## config.mk

```make
export PLATFORM = sky130hd
export DESIGN_NAME = multi_cycle_seq
export DESIGN_NICKNAME = d
export VERILOG_FILES = /design/src/rtl/multi_cycle_seq.sv
export SDC_FILE = /design/constraint.sdc
export NUM_CORES = 1
export LEC_CHECK = 0
export CAP_MARGIN = 10
export CORE_MARGIN = 5
export CORE_UTILIZATION = 31
export DETAILED_ROUTE_END_ITERATION = 8
export PLACE_DENSITY = 0.56
export SKIP_LAST_GASP = 1
export SYNTH_ARGS = -nofsm -noshare
export SYNTH_HDL_FRONTEND = slang
export SYNTH_SLANG_ARGS = --single-unit
export TNS_END_PERCENT = 20
```

## constraint.sdc

```tcl
create_clock -name clk -period 2.3 [get_ports clk]
set_clock_uncertainty 0.1 [all_clocks]
set_input_delay 0.46 -clock clk [delete_from_list [all_inputs] [get_ports clk]]
set_output_delay 0.46 -clock clk [all_outputs]
set_load 0.01 [all_outputs]
```

## src/rtl/multi_cycle_seq.sv

```systemverilog
// Multi-cycle instruction sequencer: FETCH/DECODE/EXEC/MEM/WB control strobes plus halt handling.
// Optional SEQ_TRAP_EN: unsupported types trap in TRAP with a sticky illegal flag, instead of retiring as NOPs.
//
// state  | meaning
// FETCH  | request instruction, wait for imem_ack
// DECODE | latch instr_type
// EXEC   | ALU cycle, pick MEM or WB
// MEM    | data access, wait for dmem_ack
// WB     | register/PC update, count retirement
// HALT   | parked while halt_req is held
// TRAP   | unsupported type, exit by reset only
module multi_cycle_seq #(
    parameter int RETIRED_W = 32
) (
    input  logic                 clk,
    input  logic                 rst,
    input  logic [4:0]           instr_type,
    input  logic                 branch_taken,
    input  logic                 imem_ack,
    input  logic                 dmem_ack,
    input  logic                 halt_req,
    output logic                 imem_req,
    output logic                 ir_we,
    output logic                 dmem_req,
    output logic                 dmem_we,
    output logic                 alu_en,
    output logic                 rf_we,
    output logic                 pc_we,
    output logic                 pc_sel,
    output logic                 halted,
    output logic                 illegal,
    output logic [2:0]           state,
    output logic [RETIRED_W-1:0] retired
);

    localparam logic [2:0] S_FETCH  = 3'd0;
    localparam logic [2:0] S_DECODE = 3'd1;
    localparam logic [2:0] S_EXEC   = 3'd2;
    localparam logic [2:0] S_MEM    = 3'd3;
    localparam logic [2:0] S_WB     = 3'd4;
    localparam logic [2:0] S_HALT   = 3'd5;
    localparam logic [2:0] S_TRAP   = 3'd6;

    localparam logic [4:0] T_LOAD      = 5'd1;
    localparam logic [4:0] T_STORE     = 5'd2;
    localparam logic [4:0] T_OP        = 5'd3;
    localparam logic [4:0] T_OP_IMM    = 5'd4;
    localparam logic [4:0] T_OP_32     = 5'd5;
    localparam logic [4:0] T_OP_IMM_32 = 5'd6;
    localparam logic [4:0] T_LUI       = 5'd7;
    localparam logic [4:0] T_AUIPC     = 5'd8;
    localparam logic [4:0] T_JAL       = 5'd9;
    localparam logic [4:0] T_JALR      = 5'd10;
    localparam logic [4:0] T_BRANCH    = 5'd11;

    logic [2:0]           state_q, state_d;
    logic [4:0]           type_q;
    logic [RETIRED_W-1:0] retired_q;
    logic                 is_store, is_mem, is_wb_class, writes_rf, takes_target;

    always_comb begin
        is_store     = (type_q == T_STORE);
        is_mem       = (type_q == T_LOAD) || is_store;
        is_wb_class  = type_q inside {T_OP, T_OP_IMM, T_OP_32, T_OP_IMM_32, T_LUI,
                                      T_AUIPC, T_JAL, T_JALR, T_BRANCH};
        writes_rf    = type_q inside {T_LOAD, T_OP, T_OP_IMM, T_OP_32, T_OP_IMM_32,
                                      T_LUI, T_AUIPC, T_JAL, T_JALR};
        takes_target = (type_q == T_JAL) || (type_q == T_JALR) ||
                       ((type_q == T_BRANCH) && branch_taken);
    end

    always_ff @(posedge clk) begin
        if (rst) state_q <= S_FETCH;
        else     state_q <= state_d;
    end

    always_ff @(posedge clk) begin
        if (rst) begin
            type_q    <= 5'd0;
            retired_q <= '0;
        end else begin
            if (state_q == S_DECODE) type_q <= instr_type;
            if (state_q == S_WB)     retired_q <= retired_q + {{(RETIRED_W-1){1'b0}}, 1'b1};
        end
    end

`ifdef SEQ_TRAP_EN
    logic illegal_q;

    always_ff @(posedge clk) begin
        if (rst)                                                illegal_q <= 1'b0;
        else if (state_q == S_EXEC && !is_mem && !is_wb_class) illegal_q <= 1'b1;
    end

    assign illegal = illegal_q;
`else
    assign illegal = 1'b0;
`endif

    always_comb begin
        state_d = state_q;
        case (state_q)
            S_FETCH:  if (imem_ack) state_d = S_DECODE;
            S_DECODE: state_d = S_EXEC;
            S_EXEC: begin
                if (is_mem)           state_d = S_MEM;
                else if (is_wb_class) state_d = S_WB;
`ifdef SEQ_TRAP_EN
                else                  state_d = S_TRAP;
`else
                else                  state_d = S_WB;   // unsupported type retires as a NOP
`endif
            end
            S_MEM:    if (dmem_ack) state_d = S_WB;
            S_WB:     state_d = halt_req ? S_HALT : S_FETCH;
            S_HALT:   state_d = halt_req ? S_HALT : S_FETCH;
`ifdef SEQ_TRAP_EN
            S_TRAP:   state_d = S_TRAP;
`else
            S_TRAP:   state_d = S_FETCH;
`endif
            default:  state_d = S_FETCH;
        endcase
    end

    always_comb begin
        imem_req = 1'b0;
        ir_we    = 1'b0;
        dmem_req = 1'b0;
        dmem_we  = 1'b0;
        alu_en   = 1'b0;
        rf_we    = 1'b0;
        pc_we    = 1'b0;
        pc_sel   = 1'b0;
        halted   = 1'b0;
        case (state_q)
            S_FETCH: begin
                imem_req = 1'b1;
                ir_we    = imem_ack;
            end
            S_EXEC:  alu_en = 1'b1;
            S_MEM: begin
                dmem_req = 1'b1;
                dmem_we  = is_store;
            end
            S_WB: begin
                pc_we  = 1'b1;
                rf_we  = writes_rf;
                pc_sel = takes_target;
            end
            S_HALT:  halted = 1'b1;
            default: ;
        endcase
    end

    assign state   = state_q;
    assign retired = retired_q;

endmodule

```

# ---- Word level (Yosys, flattened, before mapping)
# Index checks and enable logic that the tools add are counted.
dict set report word_totals {
  regBits 40
  input_bits 11
  output_inout_bits 45
  wordCells 44
}
dict set report classes {
  add_sub_neg 1
  n_eq_ne 18
  mux 14
  reduce_logical 8
}
# cell count
set ops {}
lappend ops {{adder 32 x 1 -> 32 bit (second input constant)} 1}
lappend ops {{equality test 5 x 3 -> 1 bit (second input constant)} 4}
lappend ops {{equality test 5 x 4 -> 1 bit (second input constant)} 4}
lappend ops {{one-hot mux 3 bit (5 select lines)} 1}
lappend ops {{2-to-1 mux 3 bit} 4}
lappend ops {{equality test 5 x 2 -> 1 bit (second input constant)} 2}
lappend ops {{2-to-1 mux 1 bit} 9}
lappend ops {{nonzero test 9 bit} 1}
lappend ops {{equality test 3 x 2 -> 1 bit (second input constant)} 2}
lappend ops {{equality test 3 bit (second input constant)} 2}
lappend ops {{equality test 5 x 1 -> 1 bit (second input constant)} 1}
lappend ops {{inequality test 2 bit (second input constant)} 2}
lappend ops {{equality test 3 x 1 -> 1 bit (second input constant)} 1}
lappend ops {{logical NOT 3 bit} 1}
lappend ops {{logical OR 1 bit} 3}
lappend ops {{AND reduction 2 bit} 1}
lappend ops {{OR reduction 2 bit} 1}
lappend ops {{logical AND 1 bit} 1}

# ---- Logic depth before layout (Yosys ltp)
# Gate-level depths: netlist (run 1).
dict set report depth {
  ltp_word 4
  mapped_depth 8
  depth_no_buf 5
}

# ---- Worst setup path after synthesis (run 1)
# No wires, ideal clock.
dict set report synth_timing {
  path_kind {flip-flop to flip-flop}
  startpoint {register state_q[2] (netlist: state[2])}
  endpoint {register retired_q[28] (netlist: retired[28])}
  arrival_time_ns 2.223
  required_ns 2.129
  setup_slack_ns -0.094
  stages_incl_launch_ff 8
  n_path_buf 3
  path_cell_list {dfxtp_1 buf_4 or3b_1 buf_2 or4_1 buf_2 or4_1 a21oi_1}
}
dict set report synth_via {
  elab_chain_cells 1
}
# item line_no
set synth_lines {}
lappend synth_lines {{from (decl)} 56} ;# logic [2:0] state_q, state_d;
lappend synth_lines {{from (signal assigned)} 74} ;# else state_q <= state_d;
lappend synth_lines {{equality test 3 bit} 83} ;# if (state_q == S_WB) retired_q <= retired_q + {{(RETIRED_W-1){1'b0}}, 1'b1};
lappend synth_lines {{to (signal assigned)} 83}
lappend synth_lines {{to (decl)} 58} ;# logic [RETIRED_W-1:0] retired_q;
# No other way between the ends.
# A chain may end at the register's enable or synchronous reset.

# ---- Worst setup path after layout (run 1)
dict set report layout_timing {
  startpoint {register state_q[1] (netlist: state[1])}
  endpoint {output ir_we}
}
dict set report layout_via {
  elab_chain_cells 2
}
# item line_no
set layout_lines {}
lappend layout_lines {{logical NOT 3 bit} 136} ;# case (state_q)
lappend layout_lines {{2-to-1 mux 1 bit} 136}
lappend layout_lines {{to (decl)} 23} ;# output logic ir_we,
# No other way between the ends.

==> results.yml, run 1 <==
outcome:
  status: "finished with violations"
  violations: "negative setup slack"
synth:
  synth_ff_type: "dfxtp_1"
  syn_area_per_cell_um2: 8.09
  syn_nets: 254
  synth_area_mm2: 0.00196
  ys_seq_area_share_pct: 40.9
  synth_edf_count: 0
  ys_types: 36
  synth_seq_cells: 40
  synth-async-reset-ratio_pct: 0
  yosysWarnings: 0
  synthCells: 242
sta:
  drv_slew: 0
  setup_viol: 1
  fin_ws_ns: -0.0423
  tns_ns: -0.0423
  finalHoldViolCount: 0
  fin_crit_ns: 2.34
  fin_crit_sh_pct: 102
  rsz0062_at_grt: "true"
  fmax_ghz: 0.427
cts:
  hold_buffers: 0
  cts_buffer_depth: 2
  htreeDepth: 2
  clkTransAtPathRegs_ns: 0.07
  cts_root_buf: "clkbuf_8"
  clk_latency_ns: 0.28
  cts.repair.resized: 3
  cts.sinks: 40
  cts_setup_buffers: 0
  cts_tree: "yes"
  numCtsBuffers: 5
min_path:
  hold_class: "reg2reg"
setup_path:
  startpoint_type: "flip-flop"
  criticalPathCategory: "reg2out"
  crit_arrival_ns: 1.78
  crit_fanout: 11
  crit_path_end_kind: "primary output"
  worstPathRequired_ns: 1.74
floorplan:
  coreArea_mm2: 0.00624
  num_rows: 29
  die_area_mm2: 0.00800
  ioPinCount: 56
  start_util_pct: 31.4
  die_h_um: 89.5
  fp.dieW_um: 89.5
place:
  post_dp_cell_area_mm2: 0.00267
  dpl.hpwl_mm: 3.61
  dp_cells: 376
  place_ws_ns: -0.0322
  port_buffers: 54
  place_congestion: 0.749
cells_and_area:
  nFillCells: 665
  area_growth_pct: 41.4
  final_area_mm2: 0.00277
  instances_no_fill: 384
  drive_above_1_share_pct: 9.77
  layout_commonest_cell: "clkdlybuf4s50_1"
  finalNetCount: 318
  final_util_pct: 44.3
  n_antenna_cell: 0
  final_cell_mix: "clkdlybuf4s50_1, dfxtp_1, a21oi_1"
route:
  wl_per_cell_um: 13.0
  drc: 0
  vias: 1989
  drt_iter0_markers: 53
  ant_nets: 0
  viasPerCell: 5.18
  drtPass1Iterations: 4
  wirelength_mm: 5.00
power_and_ir_drop:
  powerDensity_mw_per_mm2: 519
  peakVddDrop_mv: 0.305
  leakage_nw: 0.991
global_routing:
  grt_pass1_wl_mm: 8.21
  grt_max_degree: 21
  grt_pass1_vias: 1782
  grt_antenna_before_repair: 0
  grt_usage_pct: 12.8
  gr-total-overflow: 0
run:
  drv_cap: 0
[worst paths after layout]
| path | startpoint | to | slack [ns] | cells past startpoint |
|---|---|---|---|---|
| worst max-delay path | state[1] | ir_we | -0.04 | 4 |
| worst min-delay path | retired[31] | retired[31] | 0.38 | 2 |
| worst max register to register | state[1] | retired[28] | 0.04 | 5 |
| worst min register to register | retired[31] | retired[31] | 0.38 | 2 |
[synth_stat cells (3+ instances only)]
| master | n | area (µm²) |
|---|---|---|
| and3_1 | 3 | 18.8 |
| nor3_1 | 6 | 30.0 |
| o31ai_1 | 9 | 67.6 |
| a21oi_1 | 27 | 135 |
| dfxtp_1 | 40 | 801 |
| nor2b_1 | 3 | 18.8 |
| o21ai_0 | 14 | 70.1 |
| nor2_1 | 21 | 78.8 |
| nand4_1 | 10 | 62.6 |
| or3_1 | 13 | 81.3 |
| mux2i_1 | 4 | 40.0 |
| inv_1 | 7 | 26.3 |
| nand3_1 | 13 | 65.1 |
| and4_1 | 5 | 43.8 |
| clkbuf_1 | 10 | 37.5 |
| or4_1 | 10 | 75.1 |
| xnor2_1 | 5 | 43.8 |
| nand2_1 | 15 | 56.3 |
| xor2_1 | 6 | 52.6 |
[routing by layer]
metal  GRT usage (%)  share of wire, %
met4            3.65              0.84
met1            16.8                46
met5               0                 0
met3            3.04               5.1
met2            21.0                48
[power by group]
group,leakage (nW),internal (mW),switching (mW)
clock,0.0455,0.245,0.231
combinational,0.622,0.122,0.109
sequential,0.324,0.712,0.0163
total,0.991,1.08,0.356
[worst max-delay path, cell delays in order, from the launching register on]
cell,delay [ns]
dfxtp_1,0.32
buf_4,0.16
nor3_1,0.31
and2_1,0.17
clkdlybuf4s50_1,0.54
[kinds of logic (layout without fill, tap and decap cells)]
logic type | count (synthesis) | after routing | synth area share [%]
and+or+nand+nor | 109 | 109 | 30.9
AOI/OAI and AO/OA | 53 | 53 | 15.1
DFF | 40 | 40 | 40.9
buffers and inverters | 23 | 88 | 5.31
xor gates and xnor gates | 11 | 11 | 4.92
muxes | 4 | 4 | 2.05
adders and majority gates | 1 | 1 | 0.639
other | 1 | 1 | 0.192
[metrics by stage]
step	total power, mW	hold WS (ns)
final	1.43	0.384
after global routing	1.50	0.444
after CTS	1.45	0.390
after detailed placement	0.976	0.380
after global placement	0.975	0.366
after floorplan	0.878	0.395
[cell type report]
| type | count | area, µm² | area share (%) |
|---|---|---|---|
| clock buffer | 8 | 90.1 | 3.26 |
| inverter | 7 | 26.3 | 0.950 |
| multi-input combinational | 179 | 1060 | 38.4 |
| sequential | 40 | 803 | 29.0 |
| tap | 77 | 96.3 | 3.48 |
| timing repair buffer | 73 | 688 | 24.9 |
[sequential cells by signal (all words and copies together), names as in the netlist]
signal   flops
type_q       5
state        3
retired     32
Note: power is estimated with default switching activity, not from simulation.
==> inputs of run 2 (changes only) <==
--- a/config.mk
+++ b/config.mk
@@ -7,9 +7,9 @@
 export LEC_CHECK = 0
 export CAP_MARGIN = 10
 export CORE_MARGIN = 5
-export CORE_UTILIZATION = 31
+export CORE_UTILIZATION = 25
 export DETAILED_ROUTE_END_ITERATION = 8
-export PLACE_DENSITY = 0.56
+export PLACE_DENSITY = 0.47
 export SKIP_LAST_GASP = 1
 export SYNTH_ARGS = -nofsm -noshare
 export SYNTH_HDL_FRONTEND = slang
==> run 2 against run 1 <==
Against the previous run:
- the run still ends with negative setup slack left
- clock power rose by 26%
- clock-buffer cell count is 3 lower
- register-to-register slack about the same
- critical path type unchanged
- largest power group unchanged
==> results.yml, run 2 (synthesis gave the netlist of run 1 again) <==
sta:
  finalHoldViolCount: 0
  setup_viol: 1
  fmax_ghz: 0.431
  drv_slew: 0
  fin_crit_ns: 2.32
  rsz0062_at_grt: "true"
  fin_crit_sh_pct: 101
  tns_ns: -0.0177
  whs_ns: 0.385
  fin_ws_ns: -0.0177
route:
  drt_iter0_markers: 121
  vias: 1941
  wl_per_cell_um: 12.6
  ant_nets: 0
  wirelength_mm: 5.23
  drc: 0
  viasPerCell: 4.69
  drtPass1Iterations: 4
power_and_ir_drop:
  peakVddDrop_mv: 0.238
  swShare_pct: 25.5
  clkPwrFrac_pct: 38.2
  p_int_mw: 1.17
  leakage_nw: 1.03
  power_frac_comb_pct: 15.6
  powerDensity_mw_per_mm2: 546
  switchingPower_uw: 401
  seqPwrFrac_pct: 46.2
cells_and_area:
  instances_no_fill: 414
  layout_commonest_cell: "clkdlybuf4s50_1"
  drive_above_1_share_pct: 12.2
  finalNetCount: 323
  seq_area_um2: 805
  nFillCells: 789
  n_antenna_cell: 0
  largest_register_ffs: 32
  multi_input_area_mm2: 0.00106
  area_growth_pct: 47.0
  final_cell_mix: "clkdlybuf4s50_1, dfxtp_1, a21oi_1"
cts:
  clk_latency_ns: 0.30
  hold_buffers: 0
  cts_buffer_depth: 2
  cts.repair.resized: 2
  cts_setup_buffers: 0
  numCtsBuffers: 5
  htreeDepth: 2
  cts.sinks: 40
  cts_tree: "yes"
  cts_root_buf: "clkbuf_8"
  clkTransAtPathRegs_ns: 0.09
floorplan:
  start_util_pct: 25.5
  fp.dieW_um: 98.5
  num_rows: 32
  coreArea_mm2: 0.00769
  die_area_mm2: 0.00970
  die_h_um: 98.5
  ioPinCount: 56
place:
  dpl.hpwl_mm: 3.72
  port_buffers: 54
  place_congestion: 0.716
  dp_cells: 406
setup_path:
  crit_path_end_kind: "primary output"
  r2r_end: "retired[28]"
  startpoint_type: "flip-flop"
  critPathBufInv: 2
  crit_fanout: 10
  r2r.worst_path.cells: 5
  crit_family: "buffers and inverters"
  criticalPathCategory: "reg2out"
  crit_arrival_ns: 1.76
  reg2reg_from: "state[1]"
  worstPathRequired_ns: 1.74
  r2r_slack_ns: 0.04
  crit_chain: "buf_4, nor3_1, and2_1, clkdlybuf4s50_1"
  slowest_stage: "clkdlybuf4s50_1"
  max_stage_delay_ns: 0.53
global_routing:
  grt_max_degree: 33
  grt_pass1_wl_mm: 8.65
  gr-total-overflow: 0
  grt_pass1_vias: 1807
  grt_antenna_before_repair: 0
  grt_usage_pct: 10.6
outcome:
  status: "finished with violations"
  violations: "negative setup slack"
min_path:
  hold_class: "reg2reg"
  holdPathStages: 2
  min-delay-start: "retired[31]"
  hold_end: "retired[31]"
run:
  drv_cap: 0
[run 2: changes by cell type in the layout (fill, tap and decap cells not counted), sizes merged]
cell and change:
clkbuf -3, inv +1, clkinvlp +1, bufinv +1, buf +5
[run 2: power by group through the flow]
| stage | registers (mW) | clock network, mW | logic (mW) |
|---|---|---|---|
| floorplan | 0.748 | 0 | 0.130 |
| global route | 0.731 | 0.653 | 0.269 |
| detailed placement | 0.741 | 0 | 0.244 |
| global placement | 0.742 | 0 | 0.246 |
| CTS | 0.725 | 0.623 | 0.245 |
| finish | 0.727 | 0.600 | 0.245 |
[run 2: worst max path at each step]
stage / start / end / slack (ns) / depth (start not counted)
final: state[0] / ir_we / -0.02 / 4
after global routing: state[0] / ir_we / -0.08 / 4
after CTS: state[1] / pc_we / -0.17 / 4
after detailed placement: state[1] / retired[31] / 0.01 / 5
after global placement: state[1] / rf_we / 0.03 / 3
after floorplan: state[2] / retired[31] / -0.03 / 8
[run 2: area by class of cell]
class                      instances  share of cell area (%)
clock buffer                       5                    2.39
clock inverter                     3                    1.61
inverter                           7                   0.913
multi-input combinational        179                    36.9
sequential                        40                    28.0
tap                              102                    4.44
timing repair buffer              78                    25.8
[run 2: routing by layer]
layer | global-route usage, % | vias to the layer above | share of wire [%]
met1 | 14.3 | 874 | 49
met5 | 0 | - | 0
li1 | - | 1018 | -
met2 | 16.3 | 45 | 44
met4 | 2.84 | 0 | 0.75
met3 | 3.40 | 4 | 5.6
[run 2: worst reg2reg max path: stages (launching register included)]
cell and delay (ns):
dfxtp_2 0.33, or3b_4 0.42, buf_4 0.16, or4_4 0.53
or4_1 0.54, a21oi_1 0.13
[run 2: per-stage QoR]
step                total power [mW]  area (µm²)  worst slack, ns  utilization (%)
floorplan                      0.878        1980          -0.0337                -
global placement               0.987        2750           0.0297             35.7
detailed placement             0.986        2750           0.0127             35.7
CTS                             1.59        2860           -0.167             37.2
global route                    1.65        2880          -0.0769             37.4
finish                          1.57        2880          -0.0177             37.4
